===== config.mk =====
export PLATFORM = sky130hd
export DESIGN_NAME = evrisim_denetleyici_flat
export DESIGN_NICKNAME = d
export VERILOG_FILES = /design/src/rtl/evrisim_denetleyici_if.sv /design/src/rtl/evrisim_denetleyici.sv /design/src/flat_wrapper.sv
export SDC_FILE = /design/constraint.sdc
export NUM_CORES = 1
export LEC_CHECK = 0
export ABC_AREA = 1
export CAP_MARGIN = 20
export CORE_ASPECT_RATIO = 0.8
export CORE_MARGIN = 4
export CORE_UTILIZATION = 35
export DETAILED_ROUTE_END_ITERATION = 6
export PLACE_DENSITY = 0.71
export SLEW_MARGIN = 40
export SYNTH_ARGS = -nofsm -noshare
export SYNTH_HDL_FRONTEND = slang
export SYNTH_SLANG_ARGS = --single-unit

===== constraint.sdc =====
create_clock -name clk_i -period 1.85 [get_ports clk_i]
set_input_delay 0.185 -clock clk_i [delete_from_list [all_inputs] [get_ports clk_i]]
set_output_delay 0.185 -clock clk_i [all_outputs]
set_load 0.03 [all_outputs]

===== src/rtl/evrisim_denetleyici_if.sv =====
// Job, pixel and convolution-side signal bundle of evrisim_denetleyici.
// EVRISIM_DENETLEYICI_IPTAL_EN adds the abort request/status pair.
interface evrisim_denetleyici_if;
  logic        is_gecerli_i;
  logic        is_hazir_o;
  logic [1:0]  is_tur_i;
  logic [71:0] is_filtre_i;
  logic        piksel_gecerli_i;
  logic [7:0]  piksel_i;
  logic        piksel_hazir_o;
  logic        filtre_etkin_o;
  logic [71:0] filtre_o;
  logic        gaus_o;
  logic        laplacian_o;
  logic        gr2bw_erosion_o;
  logic        veri_etkin_o;
  logic [7:0]  veri_o;
  logic        mesgul_o;
  logic        bitti_o;
`ifdef EVRISIM_DENETLEYICI_IPTAL_EN
  logic        iptal_i;
  logic        iptal_edildi_o;
`endif

  modport master (
`ifdef EVRISIM_DENETLEYICI_IPTAL_EN
    output iptal_i,
    input  iptal_edildi_o,
`endif
    output is_gecerli_i, is_tur_i, is_filtre_i, piksel_gecerli_i, piksel_i,
    input  is_hazir_o, piksel_hazir_o, filtre_etkin_o, filtre_o, gaus_o,
           laplacian_o, gr2bw_erosion_o, veri_etkin_o, veri_o, mesgul_o, bitti_o
  );

  modport slave (
`ifdef EVRISIM_DENETLEYICI_IPTAL_EN
    input  iptal_i,
    output iptal_edildi_o,
`endif
    input  is_gecerli_i, is_tur_i, is_filtre_i, piksel_gecerli_i, piksel_i,
    output is_hazir_o, piksel_hazir_o, filtre_etkin_o, filtre_o, gaus_o,
           laplacian_o, gr2bw_erosion_o, veri_etkin_o, veri_o, mesgul_o, bitti_o
  );
endinterface


===== src/rtl/evrisim_denetleyici.sv =====
// Job controller feeding one frame of pixels plus a row flush to a convolution unit.
// Optional abort support is enabled by defining EVRISIM_DENETLEYICI_IPTAL_EN.
module evrisim_denetleyici #(
  parameter int unsigned GENISLIK  = 320,
  parameter int unsigned YUKSEKLIK = 240
) (
  input  logic                 clk_i,
  input  logic                 rst_i,
  evrisim_denetleyici_if.slave bus
);

  localparam logic [16:0] SON_PIKSEL = 17'(GENISLIK * YUKSEKLIK - 1);
  localparam logic [8:0]  SON_BOSALT = 9'(GENISLIK);

  typedef enum logic [2:0] {BOSTA, FILTRE_YUKLE, AKIS, BOSALT, BITTI} durum_t;

  durum_t      durum_q, durum_d;
  logic [1:0]  tur_q, tur_d;
  logic [71:0] filtre_q, filtre_d;
  logic [16:0] piksel_say_q, piksel_say_d;
  logic [8:0]  bosalt_say_q, bosalt_say_d;
  logic [7:0]  veri_q;
  logic        iptal_q, iptal_d;
  logic        iptal_istek;

  logic        is_hazir;
  logic        piksel_hazir;
  logic        filtre_etkin;
  logic        veri_etkin;
  logic [7:0]  veri;
  logic        bitti;
  logic        son_piksel;

`ifdef EVRISIM_DENETLEYICI_IPTAL_EN
  assign iptal_istek        = bus.iptal_i;
  assign bus.iptal_edildi_o = bitti & iptal_q;
`else
  assign iptal_istek = 1'b0;
`endif

  always_ff @(posedge clk_i) begin
    if (rst_i) begin
      durum_q      <= BOSTA;
      tur_q        <= '0;
      filtre_q     <= '0;
      piksel_say_q <= '0;
      bosalt_say_q <= '0;
      veri_q       <= '0;
      iptal_q      <= 1'b0;
    end else begin
      durum_q      <= durum_d;
      tur_q        <= tur_d;
      filtre_q     <= filtre_d;
      piksel_say_q <= piksel_say_d;
      bosalt_say_q <= bosalt_say_d;
      veri_q       <= veri;
      iptal_q      <= iptal_d;
    end
  end

  always_comb begin
    durum_d      = durum_q;
    tur_d        = tur_q;
    filtre_d     = filtre_q;
    piksel_say_d = piksel_say_q;
    bosalt_say_d = bosalt_say_q;
    iptal_d      = iptal_q;
    is_hazir     = 1'b0;
    piksel_hazir = 1'b0;
    filtre_etkin = 1'b0;
    veri_etkin   = 1'b0;
    veri         = veri_q;
    bitti        = 1'b0;
    son_piksel   = (piksel_say_q == SON_PIKSEL);

    unique case (durum_q)
      BOSTA: begin
        is_hazir = 1'b1;
        if (bus.is_gecerli_i) begin
          tur_d        = bus.is_tur_i;
          filtre_d     = bus.is_filtre_i;
          iptal_d      = 1'b0;
          piksel_say_d = '0;
          bosalt_say_d = '0;
          durum_d      = FILTRE_YUKLE;
        end
      end

      FILTRE_YUKLE: begin
        filtre_etkin = 1'b1;
        durum_d      = AKIS;
      end

      AKIS: begin
        piksel_hazir = ~iptal_q;
        // After an abort the remaining frame is padded with zero pixels so the
        // convolution unit still sees a complete frame.
        if (iptal_q) begin
          veri_etkin = 1'b1;
          veri       = '0;
        end else if (bus.piksel_gecerli_i) begin
          veri_etkin = 1'b1;
          veri       = bus.piksel_i;
        end
        if (veri_etkin) begin
          piksel_say_d = son_piksel ? '0 : piksel_say_q + 17'd1;
        end
        if (veri_etkin && son_piksel) begin
          durum_d = BOSALT;
        end else if (iptal_istek) begin
          iptal_d = 1'b1;
        end
      end

      BOSALT: begin
        if (bosalt_say_q == SON_BOSALT) begin
          bosalt_say_d = '0;
          durum_d      = BITTI;
        end else begin
          bosalt_say_d = bosalt_say_q + 9'd1;
        end
      end

      BITTI: begin
        bitti   = 1'b1;
        durum_d = BOSTA;
      end

      default: durum_d = BOSTA;
    endcase
  end

  assign bus.is_hazir_o      = is_hazir;
  assign bus.piksel_hazir_o  = piksel_hazir;
  assign bus.filtre_etkin_o  = filtre_etkin;
  assign bus.filtre_o        = filtre_q;
  assign bus.gaus_o          = (tur_q == 2'b01);
  assign bus.laplacian_o     = (tur_q == 2'b10);
  assign bus.gr2bw_erosion_o = (tur_q == 2'b11);
  assign bus.veri_etkin_o    = veri_etkin;
  assign bus.veri_o          = veri;
  assign bus.mesgul_o        = (durum_q != BOSTA);
  assign bus.bitti_o         = bitti;

endmodule


===== src/flat_wrapper.sv =====
// flat-port wrapper written by rule: the top's interface ports become plain ports
module evrisim_denetleyici_flat 
#(
  parameter int unsigned GENISLIK  = 320,
  parameter int unsigned YUKSEKLIK = 240
)
  (clk_i, rst_i, bus_is_gecerli_i, bus_is_tur_i, bus_is_filtre_i, bus_piksel_gecerli_i, bus_piksel_i, bus_is_hazir_o, bus_piksel_hazir_o, bus_filtre_etkin_o, bus_filtre_o, bus_gaus_o, bus_laplacian_o, bus_gr2bw_erosion_o, bus_veri_etkin_o, bus_veri_o, bus_mesgul_o, bus_bitti_o);
  evrisim_denetleyici_if bus_i ();
  input  logic clk_i;
  input  logic rst_i;
  input wire logic [$bits(bus_i.is_gecerli_i)-1:0] bus_is_gecerli_i;
  input wire logic [$bits(bus_i.is_tur_i)-1:0] bus_is_tur_i;
  input wire logic [$bits(bus_i.is_filtre_i)-1:0] bus_is_filtre_i;
  input wire logic [$bits(bus_i.piksel_gecerli_i)-1:0] bus_piksel_gecerli_i;
  input wire logic [$bits(bus_i.piksel_i)-1:0] bus_piksel_i;
  output wire logic [$bits(bus_i.is_hazir_o)-1:0] bus_is_hazir_o;
  output wire logic [$bits(bus_i.piksel_hazir_o)-1:0] bus_piksel_hazir_o;
  output wire logic [$bits(bus_i.filtre_etkin_o)-1:0] bus_filtre_etkin_o;
  output wire logic [$bits(bus_i.filtre_o)-1:0] bus_filtre_o;
  output wire logic [$bits(bus_i.gaus_o)-1:0] bus_gaus_o;
  output wire logic [$bits(bus_i.laplacian_o)-1:0] bus_laplacian_o;
  output wire logic [$bits(bus_i.gr2bw_erosion_o)-1:0] bus_gr2bw_erosion_o;
  output wire logic [$bits(bus_i.veri_etkin_o)-1:0] bus_veri_etkin_o;
  output wire logic [$bits(bus_i.veri_o)-1:0] bus_veri_o;
  output wire logic [$bits(bus_i.mesgul_o)-1:0] bus_mesgul_o;
  output wire logic [$bits(bus_i.bitti_o)-1:0] bus_bitti_o;
  assign bus_i.is_gecerli_i = bus_is_gecerli_i;
  assign bus_i.is_tur_i = bus_is_tur_i;
  assign bus_i.is_filtre_i = bus_is_filtre_i;
  assign bus_i.piksel_gecerli_i = bus_piksel_gecerli_i;
  assign bus_i.piksel_i = bus_piksel_i;
  assign bus_is_hazir_o = bus_i.is_hazir_o;
  assign bus_piksel_hazir_o = bus_i.piksel_hazir_o;
  assign bus_filtre_etkin_o = bus_i.filtre_etkin_o;
  assign bus_filtre_o = bus_i.filtre_o;
  assign bus_gaus_o = bus_i.gaus_o;
  assign bus_laplacian_o = bus_i.laplacian_o;
  assign bus_gr2bw_erosion_o = bus_i.gr2bw_erosion_o;
  assign bus_veri_etkin_o = bus_i.veri_etkin_o;
  assign bus_veri_o = bus_i.veri_o;
  assign bus_mesgul_o = bus_i.mesgul_o;
  assign bus_bitti_o = bus_i.bitti_o;
  evrisim_denetleyici #(.GENISLIK(GENISLIK), .YUKSEKLIK(YUKSEKLIK)) u_core (.clk_i(clk_i), .rst_i(rst_i), .bus(bus_i));
endmodule

After elaboration in Yosys (flattened, before gate mapping)
Cells that the tools add are included.
{"block": "classes", "mux": 20, "shifts": 0, "n_eq_ne": 13, "addsub": 2, "n_lt_le_gt_ge": 0, "div": 0, "n_reduce_logical": 9, "mul": 0, "bitwise": 0}
{"op": "two-way mux 17 bit", "count": 3}
{"op": "case mux 17 bit (2 select lines)", "count": 1}
{"op": "two-way mux 9 bit", "count": 2}
{"op": "case mux 9 bit (2 select lines)", "count": 1}
{"op": "adder 17 x 1 -> 17 bit (second input constant)", "count": 1}
{"op": "== test 17 bit (second input constant)", "count": 1}
{"op": "two-way mux 8 bit", "count": 2}
{"op": "case mux 3 bit (4 select lines)", "count": 1}
{"op": "adder 9 x 1 -> 9 bit (second input constant)", "count": 1}
{"op": "== test 9 bit (second input constant)", "count": 1}
{"op": "two-way mux 3 bit", "count": 3}
{"op": "two-way mux 1 bit", "count": 7}
{"op": "== test 3 x 2 -> 1 bit (second input constant)", "count": 2}
{"op": "AND reduction 3 bit", "count": 2}
{"op": "== test 2 bit (second input constant)", "count": 2}
{"op": "inequality test 2 x 1 -> 1 bit (second input constant)", "count": 2}
{"op": "inequality test 2 bit (second input constant)", "count": 2}
{"op": "AND reduction 2 bit", "count": 2}
{"op": "nonzero test 2 bit", "count": 2}
{"op": "== test 3 x 1 -> 1 bit (second input constant)", "count": 1}
{"op": "== test 3 bit (second input constant)", "count": 1}
{"op": "logical NOT 3 bit", "count": 1}
{"op": "nonzero test 3 bit", "count": 1}
{"op": "== test 2 x 1 -> 1 bit (second input constant)", "count": 1}
{"op": "logical AND 1 bit", "count": 1}
{"block": "word_totals", "output_inout_bits": 89, "ram_bits": 0, "regBits": 111, "mem_bits_ro": 0, "latch_bits": 0, "word_cells": 50, "n_memories": 0, "input_bits": 86}

Longest topological paths before layout
{"block": "depth", "ltp_word": 5, "depth_mapped": 10, "ltp_nobuf": 10}

Worst setup path after synthesis
No wires, ideal clock.
{"block": "synth_timing", "kind": "flip-flop to output port", "from": "register u_core.durum_q[0]", "to": "output port bus_veri_o[0]", "setup_slack_ps": 152, "n_path_buf": 2, "stages_incl_launch_ff": 7, "required_ps": 1665, "arrival_time_ps": 1513, "path_cell_list": "dfxtp_1 -> nor2_4 -> nand3_2 -> inv_1 -> buf_4 -> buf_2 -> a21oi_1"}
{"block": "synth_via", "elab_chain_len": 2}
{"item": "start: declaration", "line": "evrisim_denetleyici.sv:17", "source": "durum_t durum_q, durum_d;"}
{"item": "start signal: assignment", "line": "evrisim_denetleyici.sv:51", "source": "durum_q <= durum_d;"}
{"item": "== test 3 x 2 -> 1 bit", "line": "evrisim_denetleyici.sv:76", "source": "unique case (durum_q)"}
{"item": "two-way mux 8 bit", "line": "evrisim_denetleyici.sv:76"}
{"item": "end: declaration", "line": "flat_wrapper.sv:24", "source": "output wire logic [$bits(bus_i.veri_o)-1:0] bus_veri_o;"}
Every way passes these cells.

Final worst setup path
{"block": "layout_timing", "from": "register u_core.durum_q[0]", "to": "output port bus_veri_o[5]"}
Same word-level chain as after synthesis.

==> metrics.md <==
| Metric | Value |
|---|---|
| Outcome | `finished, final reports clean` |
| Min Hold Slack | `0.331 ns` |
| Fin nets | `896` |
| FF+latch count, synth | `111` |
| Max_slew headroom | `54.6%` |
| Post-synth top area share | `48.7%` |
| P&R area growth vs syn | `50.2%` |
| Worst Path Arrival | `1.62 ns` |
| Final Skew | `0.00852 ns` |
| CP Max Fanout | `7` |
| DR pass1 iterations | `4` |
| Largest net degree at the start of global routing | `63` |
| H-tree depth | `3` |
| Most frequent cell after synthesis | `nand2_1` |
| Post-synthesis sequential area ratio | `48.7%` |
| 1st-iter DRT viols | `339` |
| Buffer and inverter count on the worst path | `3` |
| Dpl hpwl | `9070 um` |
| F_max | `553 MHz` |
| Clock Latency Late Sink | `0.35 ns` |
| Max cap viols | `0` |
| Synth Cell Area | `0.00456 mm^2` |
| Synth area leaders | `dfxtp_1 49%, nand2_1 17%, a21oi_1 11%` |
| Core ar. | `0.0128 mm^2` |
| Mapped Cells | `633` |
| GRT Util Overall | `16.6%` |
| Static leakage | `2.69 nW` |
| Area after DPL | `0.00646 mm^2` |
| Share of cells above drive strength 1 | `9.11%` |
| Number of synthesized flops with an enable pin | `0` |
| TritonCTS clock tree | `done` |
| Pwr dens | `1010 mW/mm^2` |
| Peak VDD IR | `0.000490 V` |
| Clk root buf | `clkbuf_16` |
| CTS Sinks | `111` |
| Final Setup Violations | `0` |
| First-pass GRT wire length | `19700 um` |
| Synth area leader | `dfxtp_1` |
| Top delay family on crit path | `simple AND/OR/NAND/NOR gates` |
| Syn_nets | `722` |
| Type of origin of the critical path | `flop` |
| Reg clk slew, reported paths | `0.08 ns` |
| Vias in the first global route | `4103` |
| Final Slew Violations | `0` |
| FFs w/ async S/R, synth | `0%` |
| Inserted Clock Buffers | `9` |
| Clock Path Buffers | `2` |
| CP Class | `reg -> out` |
| DR WL/cell | `12.9 um` |
| Synth unique cells | `27` |
| N_diodes | `0` |
| Critical Path Max Stage Delay | `0.37 ns` |
| Die Ht | `110 um` |
| Critical Path Sink Type | `output port` |
| Worst Tran Pin Value | `0.682 ns` |
| Critical Path RT | `1.66 ns` |
| Synthesized area per cell | `7.21 um^2` |
| I/O pins | `175` |
| Clock period minus worst slack | `1.81 ns` |
| Main synth FF type | `dfxtp_1` |
| Grt ovf | `0` |
| RSZ-0062 raised after global routing | `true` |
| Fillers | `1261` |
| Drt drc | `0` |
| Cell row count | `37` |
| Initial antenna violation count | `0` |
| YS warnings | `0` |
| DIE AREA | `0.0149 mm^2` |
| RD Place Congestion | `0.878` |
| Final hold vios | `0` |
| Starting Density | `35.6%` |
| Period Utilization, post-route | `97.8%` |
| Via count | `4504` |
| Crit path cell chain | `nor2_4 -> nand3_4 -> clkinvlp_4 -> or2_2 -> inv_1 -> a21oi_1 -> buf_4` |
| Hold buffer count at CTS | `0` |
| Die X-Extent | `136 um` |
| Post-DRT Antenna Nets | `0` |
| Post-synth top cells | `206 x nand2_1, 111 x dfxtp_1, 99 x a21oi_1` |
| Final Instance Area | `0.00686 mm^2` |
| CP max-delay cell | `dfxtp_4` |
| Worst Hold Class | `in -> reg` |
| Via-to-Cell Ratio | `4.56` |
| Port bufs | `174` |
| Drt total wl | `12700 um` |
==> cell type report <==
| type | count | area (um^2) | share of cell area [%] |
|---|---|---|---|
| Sequential cell | 111 | 2230 | 32.5 |
| Multi-Input combinational cell | 438 | 2030 | 29.6 |
| Timing Repair Buffer | 190 | 1860 | 27.1 |
| Clock buffer | 9 | 225 | 3.29 |
| Tap cell | 175 | 219 | 3.19 |
| Inverter | 56 | 214 | 3.12 |
| Clock inverter | 7 | 75.1 | 1.10 |
| Timing Repair inverter | 1 | 7.51 | 0.110 |
==> registers in the layout (all words and copies together) (netlist names) <==
register,flops
u_core.tur_q,2
u_core.piksel_say_q,17
u_core.bus.filtre_o,72
u_core.veri_q,8
u_core.durum_q,3
u_core.bosalt_say_q,9
==> logic make-up after synthesis <==
kind of cell	synth area share (%)
AO/OA/AOI/OAI	13.4
XOR/XNOR	0.768
adder cells (fa/ha/maj)	0.822
buffers and inverters	7.57
flip-flops	48.7
AND/OR/NAND/NOR	28.7
==> through the flow <==
| stage | worst slack (ns) | util [%] | std cells | total power [mW] | setup TNS (ns) |
|---|---|---|---|---|---|
| 3_5_place_dp | 0.0358 | 50.4 | 963 | 5.00 | 0 |
| 5_1_grt | -0.0491 | 53.5 | 987 | 7.30 | -0.269 |
| 2_1_floorplan | 0.152 | - | 633 | 4.08 | 0 |
| 3_3_place_gp | 0.0792 | 50.4 | 963 | 4.99 | 0 |
| 6_report | 0.0410 | 53.5 | 987 | 6.92 | 0 |
| 4_1_cts | 0.000919 | 53.0 | 982 | 6.96 | 0 |
==> worst register-to-register path, stage by stage (launching register included) <==
cell	delay [ns]
dfxtp_1	0.38
ha_1	0.21
nand2_1	0.10
nor2_2	0.15
nand2_1	0.10
inv_1	0.08
buf_4	0.11
nand2_1	0.08
nor2_1	0.13
xor2_1	0.15
nor2_1	0.06
==> cells in the final DEF, fill, tap and decap left out, drive strengths merged <==
cell | Yosys | layout
nand2 | 211 | 212
clkdlybuf4s50 | 0 | 158
dfxtp | 111 | 111
a21oi | 99 | 99
inv | 56 | 59
nor2 | 49 | 49
buf | 18 | 26
nand3 | 25 | 25
nand4 | 12 | 12
clkbuf | 11 | 10
or2 | 10 | 10
a211oi | 8 | 8
o21ai | 7 | 7
nor3 | 6 | 6
xor2 | 3 | 3
ha | 3 | 3
clkinv | 0 | 3
clkinvlp | 0 | 2
o21bai | 2 | 2
dlymetal6s2s | 0 | 2
dlygate4sd2 | 0 | 2
a21o | 1 | 1
xnor2 | 1 | 1
clkdlybuf4s15 | 0 | 1
==> worst paths after layout <==
path	startpoint	to	slack [ns]	depth (start not counted)
max reg2reg	u_core.piksel_say_q[0]	u_core.piksel_say_q[12]	0.18	10
min	rst_i	u_core.bosalt_say_q[7]	0.33	3
min reg2reg	u_core.bus.filtre_o[16]	u_core.bus.filtre_o[16]	0.47	2
max	u_core.durum_q[0]	bus_veri_o[5]	0.04	7
==> where the power goes <==
group | switching [mW] | leakage, nW | total [mW] | internal, mW
logic | 1.36 | 1.64 | 2.24 | 0.887
clock network | 0.974 | 0.148 | 1.93 | 0.961
registers | 0.121 | 0.908 | 2.74 | 2.62
==> what timing repair did <==
item	in CTS	in global routing
cloned	1	1
gates resized for setup	10	15
setup endpoints to repair	13	21
pin swaps	0	2
buffers inserted	2	4
==> per-layer routing <==
metal	vias up	track usage (%)	part of all wire, %
li1	2368	-	-
met2	139	25.7	44
met3	18	7.85	10
met1	1979	20.2	43
met4	0	5.83	2.2
met5	-	0	0
No activity file was read; power rests on OpenSTA's default activity.
